$ cat src/rtl/soc_system_sysid_timeout.sv
// Per-word transaction timer: a loadable down-counter.
//  clock     in   rising-edge clock
//  reset_n   in   asynchronous active-low reset (counter -> 0)
//  i_load    in   restart the window: counter <= CYCLES-1
//  i_en      in   count down one step (saturates at 0)
//  o_expired out  counter has reached 0, i.e. the CYCLES-th cycle of the window
module soc_system_sysid_timeout #(
    parameter int CYCLES = 1024
) (
    input  logic clock,
    input  logic reset_n,
    input  logic i_load,
    input  logic i_en,
    output logic o_expired
);

    localparam int              CNT_W    = (CYCLES > 1) ? $clog2(CYCLES) : 1;
    localparam logic [CNT_W-1:0] LOAD_VAL = CNT_W'(CYCLES - 1);

    logic [CNT_W-1:0] r_count;

    // NOTE: sequential state is written with non-blocking assignments only, so
    // every flop samples pre-edge values regardless of block evaluation order.
    always_ff @(posedge clock or negedge reset_n) begin
        if (!reset_n) begin
            r_count <= '0;
        end else if (i_load) begin
            r_count <= LOAD_VAL;
        end else if (i_en && (r_count != '0)) begin
            r_count <= r_count - CNT_W'(1);
        end
    end

    assign o_expired = (r_count == '0);

endmodule

$ cat config.mk
export PLATFORM = sky130hd
export DESIGN_NAME = soc_system_sysid_timeout
export DESIGN_NICKNAME = d
export VERILOG_FILES = /design/src/rtl/soc_system_sysid_timeout.sv
export SDC_FILE = /design/constraint.sdc
export NUM_CORES = 1
export LEC_CHECK = 0
export BUFFER_PORTS_ARGS = -buffer_cell sky130_fd_sc_hd__buf_2
export CAP_MARGIN = 20
export CELL_PAD_IN_SITES_DETAIL_PLACEMENT = 2
export CELL_PAD_IN_SITES_GLOBAL_PLACEMENT = 2
export CORE_AREA = 2 2 42 44
export CTS_BUF_LIST = sky130_fd_sc_hd__clkbuf_4 sky130_fd_sc_hd__clkbuf_8
export DETAILED_ROUTE_END_ITERATION = 8
export DIE_AREA = 0 0 44 46
export GPL_TIMING_DRIVEN = 0
export MAX_ROUTING_LAYER = met4
export PLACE_DENSITY = 0.83
export SETUP_SLACK_MARGIN = 0.2
export SLEW_MARGIN = 20
export SYNTH_ARGS = -nofsm -noshare
export SYNTH_HDL_FRONTEND = slang
export SYNTH_SLANG_ARGS = --single-unit
export TNS_END_PERCENT = 20
$ cat constraint.sdc
create_clock -name clock -period 3.9 [get_ports clock]
set_input_delay 0.195 -clock clock [delete_from_list [all_inputs] [get_ports clock]]
set_output_delay 0.195 -clock clock [all_outputs]
set_load 0.03 [all_outputs]
# Word level (Yosys, flattened, before mapping)
# Index checks and enable logic that the tools add are counted.
dict set report totals {
  output_inout_bits 1
  register_bits 10
}
dict set report classes {
  n_reduce_logical 4
  addsub 1
  mux 2
}
# operator n
set ops {}
lappend ops {{$mux W10} 2}
lappend ops {{$logic_not A10 Y1} 1}
lappend ops {{$reduce_bool A10 Y1} 1}
lappend ops {{$sub A10 B1 Y10 const B} 1}
lappend ops {{$reduce_bool A2 Y1} 1}
lappend ops {{$logic_and A1 B1 Y1} 1}

# Longest topological paths before layout
# Gate-level depths: netlist of run 1.
dict set report depth {
  word_depth 4
  depth_mapped 5
  ltp_nobuf 5
}

# Worst setup path before layout of run 1
# Ideal clock, no wire load.
dict set report synth_path {
  path_kind {flip-flop to flip-flop}
  startpoint {register r_count[0]}
  endpoint {register r_count[2]}
  setup_ns 0.161
  synth_period_minus_slack_ns 2.354
  stages_incl_launch_ff 6
  arrival_ns 2.193
  required_time_ns 3.739
  path_slack_ns 1.546
  path_cell_list {dfrtp_1 -> inv_1 -> ha_1 -> or4b_2 -> nor3_1 -> o31ai_1}
}
dict set report synth_between {
  elab_chain_cells 3
}
# item line
set synth_lines {}
lappend synth_lines {{start: declaration} 20} ;# logic [CNT_W-1:0] r_count;
lappend synth_lines {{start signal: assignment} 30} ;# r_count <= r_count - CNT_W'(1);
lappend synth_lines {{$sub A10 B1 Y10 or $reduce_bool A10 Y1 (tied branches)} {30, 29}}
lappend synth_lines {{$mux W10 or $logic_and A1 B1 Y1 (tied branches)} 29} ;# end else if (i_en && (r_count != '0)) begin
lappend synth_lines {{$mux W10 or $reduce_bool A2 Y1 (tied branches)} --}
# Parallel ways exist; a longest one is shown, timed or not. The select of a mux whose other input is x is not followed.
# A chain may end at the register's enable or synchronous reset.

# Final worst setup path of run 1
dict set report layout_path {
  startpoint {register r_count[0]}
  endpoint {output port o_expired}
}
dict set report layout_between {
  elab_chain_cells 1
}
# item line
set layout_lines {}
lappend layout_lines {{$logic_not A10 Y1} 34} ;# assign o_expired = (r_count == '0);
lappend layout_lines {{end: declaration} 14} ;# output logic o_expired
# No other way between the ends.

==> flow_metrics.py, run 1 <==
metrics = {
    "route": {
        "post_drt_wl_per_cell_um": 17.4,
        "vias": 538,
        "first_pass_iters": 3,
        "drt-total-wl_um": 1510,
        "via_per_inst": 6.18,
        "drc_errors": 0,
        "ant_nets": 0,
        "drtIter0Drc": 4,
    },
    "synth": {
        "synth_simple_gate_area_share": 0.262,
        "yosys-top-cells-count": "dfrtp_1, o21ai_0, o31ai_1, or4_1",
        "synth_top_family_by_area": "simple AND/OR/NAND/NOR gates",
        "synthAdderAreaFrac": 0.0208,
        "async_flop_share": 1.00,
        "synth_cells": 62,
        "syn-cell-area_um2": 602,
        "synth_top_flop_cell": "dfrtp_1",
        "synthXorXnorAreaFrac": 0,
        "synth_compound_area_frac": 0.218,
        "avgSynthCellArea_um2": 9.71,
        "ys_ff_latch": 10,
        "yosysTopAreaCellShare": 0.416,
        "yosysMostFrequentCell": "dfrtp_1",
        "synth_edf_count": 0,
        "ys.warnings.count": 0,
        "synth_seq_area_share": 0.416,
        "syn_nets": 67,
        "yosys.area.top_type": "dfrtp_1",
        "synthTopCellsByArea": "dfrtp_1, o31ai_1, or4_1",
        "synthMuxAreaShare": 0.0333,
        "ys_types": 29,
    },
    "setup_path": {
        "r2r-end": "r_count[1]",
        "crit_required_ns": 3.70,
        "crit_type": "reg2out",
        "worst-path-buf-inv": 2,
        "reg2regPathDepth": 5,
        "crit_fanout": 6,
        "slowest_stage": "or4b_2",
        "cp-startpoint": "r_count[0]",
        "crit_path_end": "o_expired",
        "crit_arrival_ns": 2.20,
        "crit_family": "simple AND/OR/NAND/NOR gates",
        "r2r-start": "r_count[0]",
        "critPathCaptureType": "output port",
        "crit_path_max_incr_delay_ns": 0.69,
        "path_depth": 5,
        "crit_chain": "inv_1 -> ha_1 -> or4b_2 -> nor3_1 -> buf_2",
        "cp-start-kind": "register",
        "rrSetupSlack_ns": 1.87,
    },
    "finish": {
        "reg_top3": "r_count x10",
        "areaGrowthSynthToFinish_pct": 12.3,
        "max_flop_register": "r_count",
        "largest_reg_flops": 10,
        "finalInstanceArea_um2": 676,
        "antenna_cells": 0,
        "num-nets-final": 77,
        "drive_above_1_share": 0.171,
        "stdcell_count": 87,
    },
    "clock_network": {
        "cts_made_buffers": 3,
        "clk_latency_ns": 0.26,
        "cts_tree": "built",
        "cts-root-buf": "clkbuf_4",
        "clkTransAtPathRegs_ns": 0.06,
        "cts_sinks": 10,
        "cts_setup_buffers": 0,
        "htree_levels": 1,
        "cts_resized": 0,
        "cts_buffer_depth": 2,
        "hold_buffers": 1,
    },
    "global_routing": {
        "grt_first_pass_wirelength_um": 2550,
        "grt_antenna_before_repair": 0,
        "grt_pass1_vias": 559,
        "grt_use_total": 0.184,
        "grt_overflow": 0,
        "grt_max_degree": 11,
    },
    "placement": {
        "portBuffers": 4,
        "dp_hpwl_um": 1120,
        "dp_cells": 83,
        "place_area_um2": 643,
        "place_congestion": 0.686,
    },
    "power_and_ir_drop": {
        "power.leakage_nw": 0.211,
        "irDropWorstVdd_uv": 148,
        "intPower_mw": 0.151,
        "p_per_area_nw_per_um2": 295,
        "clkPwrFrac": 0.350,
        "finalPower_mw": 0.199,
        "power.switching_mw": 0.0483,
        "swShare": 0.242,
        "p_comb_frac": 0.094,
        "p_seq_frac": 0.555,
    },
    "floorplan": {
        "die_height_um": 46,
        "io_pins": 5,
        "core-area_um2": 1610,
        "die_w_um": 44,
        "rows": 15,
        "die_area_um2": 2020,
        "start_util": 0.373,
    },
    "timing": {
        "slew_violations": 0,
        "skew_ns": 0.00212,
        "rsz0062_at_grt": "no",
        "period_minus_slack_ns": 2.39,
        "fin_setup_tns_ns": 0,
        "min_period_over_period": 0.613,
        "worstMarginPinSlew_ns": 0.645,
        "setup_violations": 0,
        "finalHoldViolCount": 0,
        "max_freq_ghz": 0.418,
        "hold_ws_ns": 0.242,
        "max_slew_margin": 0.564,
    },
    "outcome": {
        "run_status": "complete, no violations",
    },
    "job": {
        "drv_cap": 0,
    },
    "min_path": {
        "min_path_type": "in2reg",
    },
}
[worst min path at each step]
stage	start	end	slack, ns	depth (start not counted)
after floorplan	reset_n	r_count[0]	-0.10	0
after global placement	reset_n	r_count[9]	0.07	1
after detailed placement	reset_n	r_count[8]	0.08	1
after CTS	i_load	r_count[7]	0.23	3
after global routing	i_load	r_count[7]	0.27	3
final	i_load	r_count[7]	0.24	3
[per-stage QoR]
stage / setup slack, ns / util
after floorplan: 1.55 / -
after global placement: 1.82 / 0.398
after detailed placement: 1.76 / 0.398
after CTS: 1.46 / 0.419
after global routing: 1.33 / 0.419
final: 1.51 / 0.419
[power groups by stage]
stage	clock network (mW)	registers (mW)	logic, mW
finish	0.0698	0.111	0.0188
global route	0.0778	0.111	0.0217
CTS	0.0731	0.111	0.0196
detailed placement	0	0.113	0.0186
global placement	0	0.113	0.0176
floorplan	0	0.111	0.0112
[routing by layer]
| metal | vias up | routed length, um | GRT usage |
|---|---|---|---|
| li1 | 261 | - | - |
| met1 | 268 | 700 | 0.208 |
| met2 | 5 | 750 | 0.312 |
| met3 | 4 | 32 | 0.0476 |
| met4 | 0 | 27 | 0.0727 |
| met5 | - | 0 | - |
[cell usage in the layout (no fill, tap or decap), drive strengths merged, types with 2 or more instances in the layout]
cell type / synthesis / routed
dfrtp: 10 / 10
clkbuf: 3 / 6
buf: 1 / 5
or4: 4 / 4
o21ai: 4 / 4
o31ai: 4 / 4
inv: 3 / 3
nor3: 3 / 3
nor2: 3 / 3
or2: 2 / 2
nand3: 2 / 2
a211oi: 2 / 2
a21oi: 2 / 2
nor2b: 2 / 2
mux2i: 2 / 2
o311ai: 2 / 2
or4b: 2 / 2
[worst reg2reg max path, cell delays in order, from the launching register on]
cell and delay [ns]:
dfrtp_1 0.43, inv_1 0.09, ha_1 0.20, or4b_2 0.69, o31ai_1 0.32, mux2i_1 0.21
[layout make-up]
cell class / instances / area, um2
inverters: 3 / 11.3
repair buffers: 5 / 30.0
plain buffers: 4 / 18.8
well taps: 17 / 21.3
fillers: 183 / 938
multi-input cells: 45 / 322
clock buffers: 3 / 22.5
flip-flops and latches: 10 / 250
[cell families (layout without fill, tap and decap cells)]
logic type / after synthesis / in the layout
adders and majority gates: 1 / 1
AOI/OAI and AO/OA: 18 / 18
DFF: 10 / 10
buffers and inverters: 7 / 15
muxes: 2 / 2
and+or+nand+nor: 24 / 24
(Power assumes the default switching activity.)
==> run 2, diff against run 1 <==
Settings changed: ABC_AREA from default to 1, CORE_AREA 2 2 42 44 to 2 2 51 53, DIE_AREA 0 0 44 46 to 0 0 53 55, PLACE_DENSITY 0.83 to 0.75.
Clock period 3.9 ns to 2.1 ns, I/O delays scaled along.
==> flow_metrics.py, run 2 <==
metrics = {
    "outcome": {
        "run_status": "complete, no violations",
    },
    "placement": {
        "dp_hpwl_um": 1510,
        "place_congestion": 0.764,
        "portBuffers": 4,
    },
    "synth": {
        "yosysMostFrequentCell": "nand2_1",
        "yosys.area.top_type": "dfrtp_1",
        "synth_top_family_by_area": "simple AND/OR/NAND/NOR gates",
        "synth_cells": 95,
        "synth_top_flop_cell": "dfrtp_1",
        "syn_nets": 100,
        "synthXorXnorAreaFrac": 0.0126,
        "ys.warnings.count": 0,
        "synth_simple_gate_area_share": 0.420,
        "ys_types": 18,
        "synth_compound_area_frac": 0.104,
        "ys_ff_latch": 10,
        "synth_edf_count": 0,
        "synthTopCellsByArea": "dfrtp_1, nand2_1, nand3_1",
        "synth_seq_area_share": 0.359,
        "syn-cell-area_um2": 697,
        "yosys-top-cells-count": "nand2_1, nand3_1, dfrtp_1, inv_1, nor2_1",
        "yosysTopAreaCellShare": 0.359,
        "synthMuxAreaShare": 0,
        "async_flop_share": 1.00,
        "avgSynthCellArea_um2": 7.34,
        "synthAdderAreaFrac": 0.0180,
    },
    "setup_path": {
        "rrSetupSlack_ns": 0.41,
        "r2r-end": "r_count[0]",
        "cp-start-kind": "register",
        "crit_type": "reg2out",
        "reg2regPathDepth": 10,
        "crit_required_ns": 2.00,
        "critPathCaptureType": "output port",
        "crit_arrival_ns": 1.61,
        "crit_fanout": 5,
        "r2r-start": "r_count[0]",
    },
    "global_routing": {
        "grt_first_pass_wirelength_um": 3520,
        "grt_pass1_vias": 701,
        "grt_max_degree": 11,
        "grt_overflow": 0,
        "grt_antenna_before_repair": 0,
        "grt_use_total": 0.176,
    },
    "clock_network": {
        "cts_made_buffers": 3,
        "cts_tree": "built",
        "cts_setup_buffers": 0,
        "htree_levels": 1,
        "cts_sinks": 10,
        "clkTransAtPathRegs_ns": 0.06,
        "cts_buffer_depth": 2,
        "clk_latency_ns": 0.28,
        "cts-root-buf": "clkbuf_4",
    },
    "route": {
        "via_per_inst": 4.89,
        "drc_errors": 0,
        "vias": 650,
        "first_pass_iters": 4,
        "drt-total-wl_um": 1940,
        "drtIter0Drc": 7,
        "post_drt_wl_per_cell_um": 14.6,
        "ant_nets": 0,
    },
    "floorplan": {
        "start_util": 0.295,
        "die_area_um2": 2920,
        "die_height_um": 55,
        "io_pins": 5,
        "core-area_um2": 2360,
        "rows": 18,
        "die_w_um": 53,
    },
    "finish": {
        "layout_common_cells": "nand2_1, nand3_1, dfrtp_1",
        "drive_above_1_share": 0.243,
        "seq_area_um2": 250,
        "areaGrowthSynthToFinish_pct": 14.7,
        "max_flop_register": "r_count",
        "reg_top3": "r_count x10",
        "layout.cells.most_common": "nand2_1",
        "multiInputGateArea_um2": 399,
        "antenna_cells": 0,
        "largest_reg_flops": 10,
        "n_fill_cell": 301,
        "num-nets-final": 110,
    },
    "timing": {
        "skew_ns": 0.00556,
        "worstMarginPinSlew_ns": 0.522,
        "max_freq_ghz": 0.582,
        "rsz0062_at_grt": "no",
        "setup_violations": 0,
        "finalHoldViolCount": 0,
        "min_period_over_period": 0.818,
        "fin_setup_tns_ns": 0,
        "period_minus_slack_ns": 1.72,
        "max_slew_margin": 0.652,
        "slew_violations": 0,
    },
    "power_and_ir_drop": {
        "power.leakage_nw": 0.381,
        "irDropWorstVdd_uv": 322,
        "finalPower_mw": 0.485,
        "p_per_area_nw_per_um2": 607,
    },
    "min_path": {
        "min_path_type": "in2reg",
        "whs_path_depth": 3,
        "holdPathEnd": "r_count[0]",
        "hp-start": "i_load",
    },
    "job": {
        "drv_cap": 0,
    },
}
run 2: cell types whose count changed after synthesis, moves of 3 or more:
| cell | before | now |
|---|---|---|
| inv_1 | 3 | 9 |
| o31ai_1 | 4 | 0 |
| nor2_1 | 3 | 9 |
| nand2_1 | 1 | 27 |
| nand4_1 | 0 | 3 |
| inv_2 | 0 | 3 |
| nand3_1 | 2 | 14 |
| or4_1 | 4 | 0 |
| o21ai_2 | 0 | 6 |
| nor3_1 | 3 | 0 |
run 2: repair_timing:
item                                    in CTS  in global routing
endpoints found under the setup margin       2                  5
gates resized for setup                      1                  2
hold buffers                                 1                  0
endpoints found under the hold margin       10                  0
run 2: metrics by stage:
step | utilization | setup WS [ns] | hold slack (ns) | area, um2 | instances
final | 0.338 | 0.383 | 0.0715 | 800 | 133
after global routing | 0.338 | 0.264 | 0.0702 | 800 | 133
after CTS | 0.334 | 0.233 | 0.0708 | 790 | 133
after detailed placement | 0.319 | 0.211 | -0.00344 | 754 | 129
after global placement | 0.319 | 0.275 | -0.0107 | 754 | 129
after floorplan | - | 0.536 | -0.191 | 697 | 95
run 2: cell families after synthesis:
group / Yosys count
AO/OA/AOI/OAI: 10
XOR/XNOR: 1
adder cells (fa/ha/maj): 1
buffers and inverters: 14
flip-flops: 10
AND/OR/NAND/NOR: 59
run 2: report_power, final:
group / total [mW] / internal (mW) / switching, mW
clock: 0.140 / 0.0665 / 0.0731
combinational: 0.110 / 0.0389 / 0.0710
sequential: 0.235 / 0.212 / 0.0234
run 2: worst max path at each step:
| stage | start | to | slack, ns | depth (start not counted) |
|---|---|---|---|---|
| 4_1_cts | r_count[0] | o_expired | 0.23 | 7 |
| 3_3_place_gp | r_count[0] | r_count[4] | 0.27 | 10 |
| 3_5_place_dp | r_count[0] | r_count[4] | 0.21 | 10 |
| 6_report | r_count[0] | o_expired | 0.38 | 7 |
| 2_1_floorplan | r_count[0] | r_count[0] | 0.54 | 10 |
| 5_1_grt | r_count[0] | r_count[4] | 0.26 | 10 |
run 2: layout make-up:
type / count / area share
Multi-Input combinational cell: 71 / 0.499
Sequential cell: 10 / 0.313
Inverter: 12 / 0.0563
Tap cell: 30 / 0.0469
Timing Repair Buffer: 5 / 0.0376
Clock buffer: 3 / 0.0282
Buffer: 2 / 0.0188
run 2: metal layers:
metal	routed length [um]	vias to the layer above	share of wire	track usage
met5	0	-	0	-
met4	29	0	0.015	0.0641
met3	41	4	0.021	0.0323
met2	978	7	0.50	0.283
met1	888	319	0.46	0.222
li1	-	320	-	-
run 2: worst max-delay path, stage by stage (launching register included):
cell,delay (ns)
dfrtp_1,0.43
inv_2,0.14
ha_4,0.18
nand2_2,0.07
nor2_4,0.14
nand3_4,0.12
inv_1,0.07
buf_2,0.19
==> run 3, diff against run 2 <==
Settings changed: CORE_AREA 2 2 51 53 to 2 2 48 50, DIE_AREA 0 0 53 55 to 0 0 50 52, PLACE_DENSITY 0.75 to 0.8.
Clock period 2.1 ns to 1.6 ns, I/O delays scaled along.
==> flow_metrics.py, run 3 (synthesis gave the netlist of run 2 again) <==
metrics = {
    "outcome": {
        "run_status": "complete, no violations",
    },
    "min_path": {
        "min_path_type": "in2reg",
        "holdPathEnd": "r_count[0]",
        "whs_path_depth": 3,
        "hp-start": "i_load",
    },
    "global_routing": {
        "grt_antenna_before_repair": 0,
        "grt_first_pass_wirelength_um": 4660,
        "grt_use_total": 0.258,
        "grt_max_degree": 11,
        "grt_pass1_vias": 892,
        "grt_overflow": 0,
    },
    "route": {
        "first_pass_iters": 4,
        "post_drt_wl_per_cell_um": 19.1,
        "drtIter0Drc": 6,
        "drc_errors": 0,
        "via_per_inst": 5.07,
        "drt-total-wl_um": 2740,
        "ant_nets": 0,
        "vias": 725,
    },
    "timing": {
        "hold_ws_ns": 0.0916,
        "setup_violations": 0,
        "finalHoldViolCount": 0,
        "worstMarginPinSlew_ns": 0.499,
        "skew_ns": 0.00152,
        "period_minus_slack_ns": 1.53,
        "slew_violations": 0,
        "fin_setup_tns_ns": 0,
        "rsz0062_at_grt": "yes",
        "max_slew_margin": 0.667,
        "min_period_over_period": 0.956,
        "max_freq_ghz": 0.654,
    },
    "setup_path": {
        "cp-start-kind": "register",
        "crit_required_ns": 1.76,
        "reg2regPathDepth": 10,
        "rrSetupSlack_ns": 0.07,
        "r2r-end": "r_count[4]",
        "critPathCaptureType": "register",
        "crit_arrival_ns": 1.69,
        "crit_fanout": 5,
        "crit_type": "reg2reg",
        "r2r-start": "r_count[1]",
    },
    "finish": {
        "areaGrowthSynthToFinish_pct": 40.6,
        "n_fill_cell": 227,
        "multiInputGateArea_um2": 458,
        "finalCoreUtilization": 0.465,
        "antenna_cells": 0,
        "drive_above_1_share": 0.426,
        "reg_top3": "r_count x10",
        "seq_area_um2": 250,
        "layout.cells.most_common": "nand2_1",
        "largest_reg_flops": 10,
        "layout_common_cells": "nand2_1, nand3_1, dfrtp_1, buf_4, nor2_1",
        "num-nets-final": 122,
        "max_flop_register": "r_count",
        "finalInstanceArea_um2": 980,
    },
    "placement": {
        "portBuffers": 4,
        "dp_hpwl_um": 1550,
        "place_congestion": 0.755,
        "place_area_um2": 764,
    },
    "job": {
        "drv_cap": 0,
    },
    "floorplan": {
        "start_util": 0.331,
        "die_w_um": 50,
        "io_pins": 5,
        "die_area_um2": 2600,
        "die_height_um": 52,
        "rows": 17,
        "core-area_um2": 2110,
    },
    "power_and_ir_drop": {
        "p_per_area_nw_per_um2": 742,
        "irDropWorstVdd_uv": 399,
        "power.leakage_nw": 0.463,
    },
    "clock_network": {
        "cts-root-buf": "clkbuf_4",
        "htree_levels": 1,
        "cts_sinks": 10,
        "clkTransAtPathRegs_ns": 0.07,
        "cts_buffer_depth": 2,
        "cts_made_buffers": 3,
        "cts_tree": "built",
        "clk_latency_ns": 0.27,
    },
}
## run 3: timing repair
action | 4_1_cts | 5_1_grt
gates cloned | 1 | 0
pin swaps | 6 | 5
setup endpoints to repair | 10 | 11
buffers inserted | 11 | 0
hold buffers | 1 | 0
hold endpoints to repair | 10 | 0
gates resized for setup | 15 | 7
## run 3: metrics by stage
stage / std cells / total power [mW] / worst slack, ns
6_report: 143 / 0.727 / 0.0700
3_5_place_dp: 127 / 0.460 / -0.0765
5_1_grt: 143 / 0.767 / 0.00375
2_1_floorplan: 95 / 0.412 / 0.149
3_3_place_gp: 127 / 0.448 / -0.0476
4_1_cts: 143 / 0.698 / 0.105
## run 3: worst max path at each step
stage	from	end	slack, ns
after detailed placement	r_count[0]	r_count[0]	-0.08
after global placement	r_count[0]	r_count[0]	-0.05
after floorplan	r_count[0]	r_count[0]	0.15
after CTS	r_count[0]	r_count[0]	0.11
after global routing	r_count[1]	r_count[4]	0.004
final	r_count[1]	r_count[4]	0.07
## run 3: layout make-up
type                    instances  share of cell area
repair buffers                 17               0.153
well taps                      28              0.0358
inverters                      12              0.0460
plain buffers                   2              0.0192
multi-input cells              71               0.467
clock buffers                   3              0.0230
flip-flops and latches         10               0.255
## run 3: metal layers
| metal | wire (um) | global-route usage |
|---|---|---|
| met3 | 77 | 0.0345 |
| met2 | 1470 | 0.469 |
| met1 | 1130 | 0.286 |
| met5 | 0 | - |
| met4 | 52 | 0.0972 |
## run 3: power breakdown
part           switching (mW)  total [mW]  internal (mW)  leakage, nW
Combinational           0.132       0.226         0.0942        0.344
Clock                   0.101       0.188         0.0872       0.0138
Sequential             0.0347       0.313          0.278        0.105
## run 3: critical path, stage by stage, from the launching register on
cell and delay (ns):
dfrtp_1 0.41, inv_2 0.10, ha_4 0.15, nand2_4 0.05, nor2_4 0.12, nand3_4 0.11
nand2_4 0.11, nand2_8 0.08, buf_8 0.15, o21ai_4 0.06, nand2_2 0.07
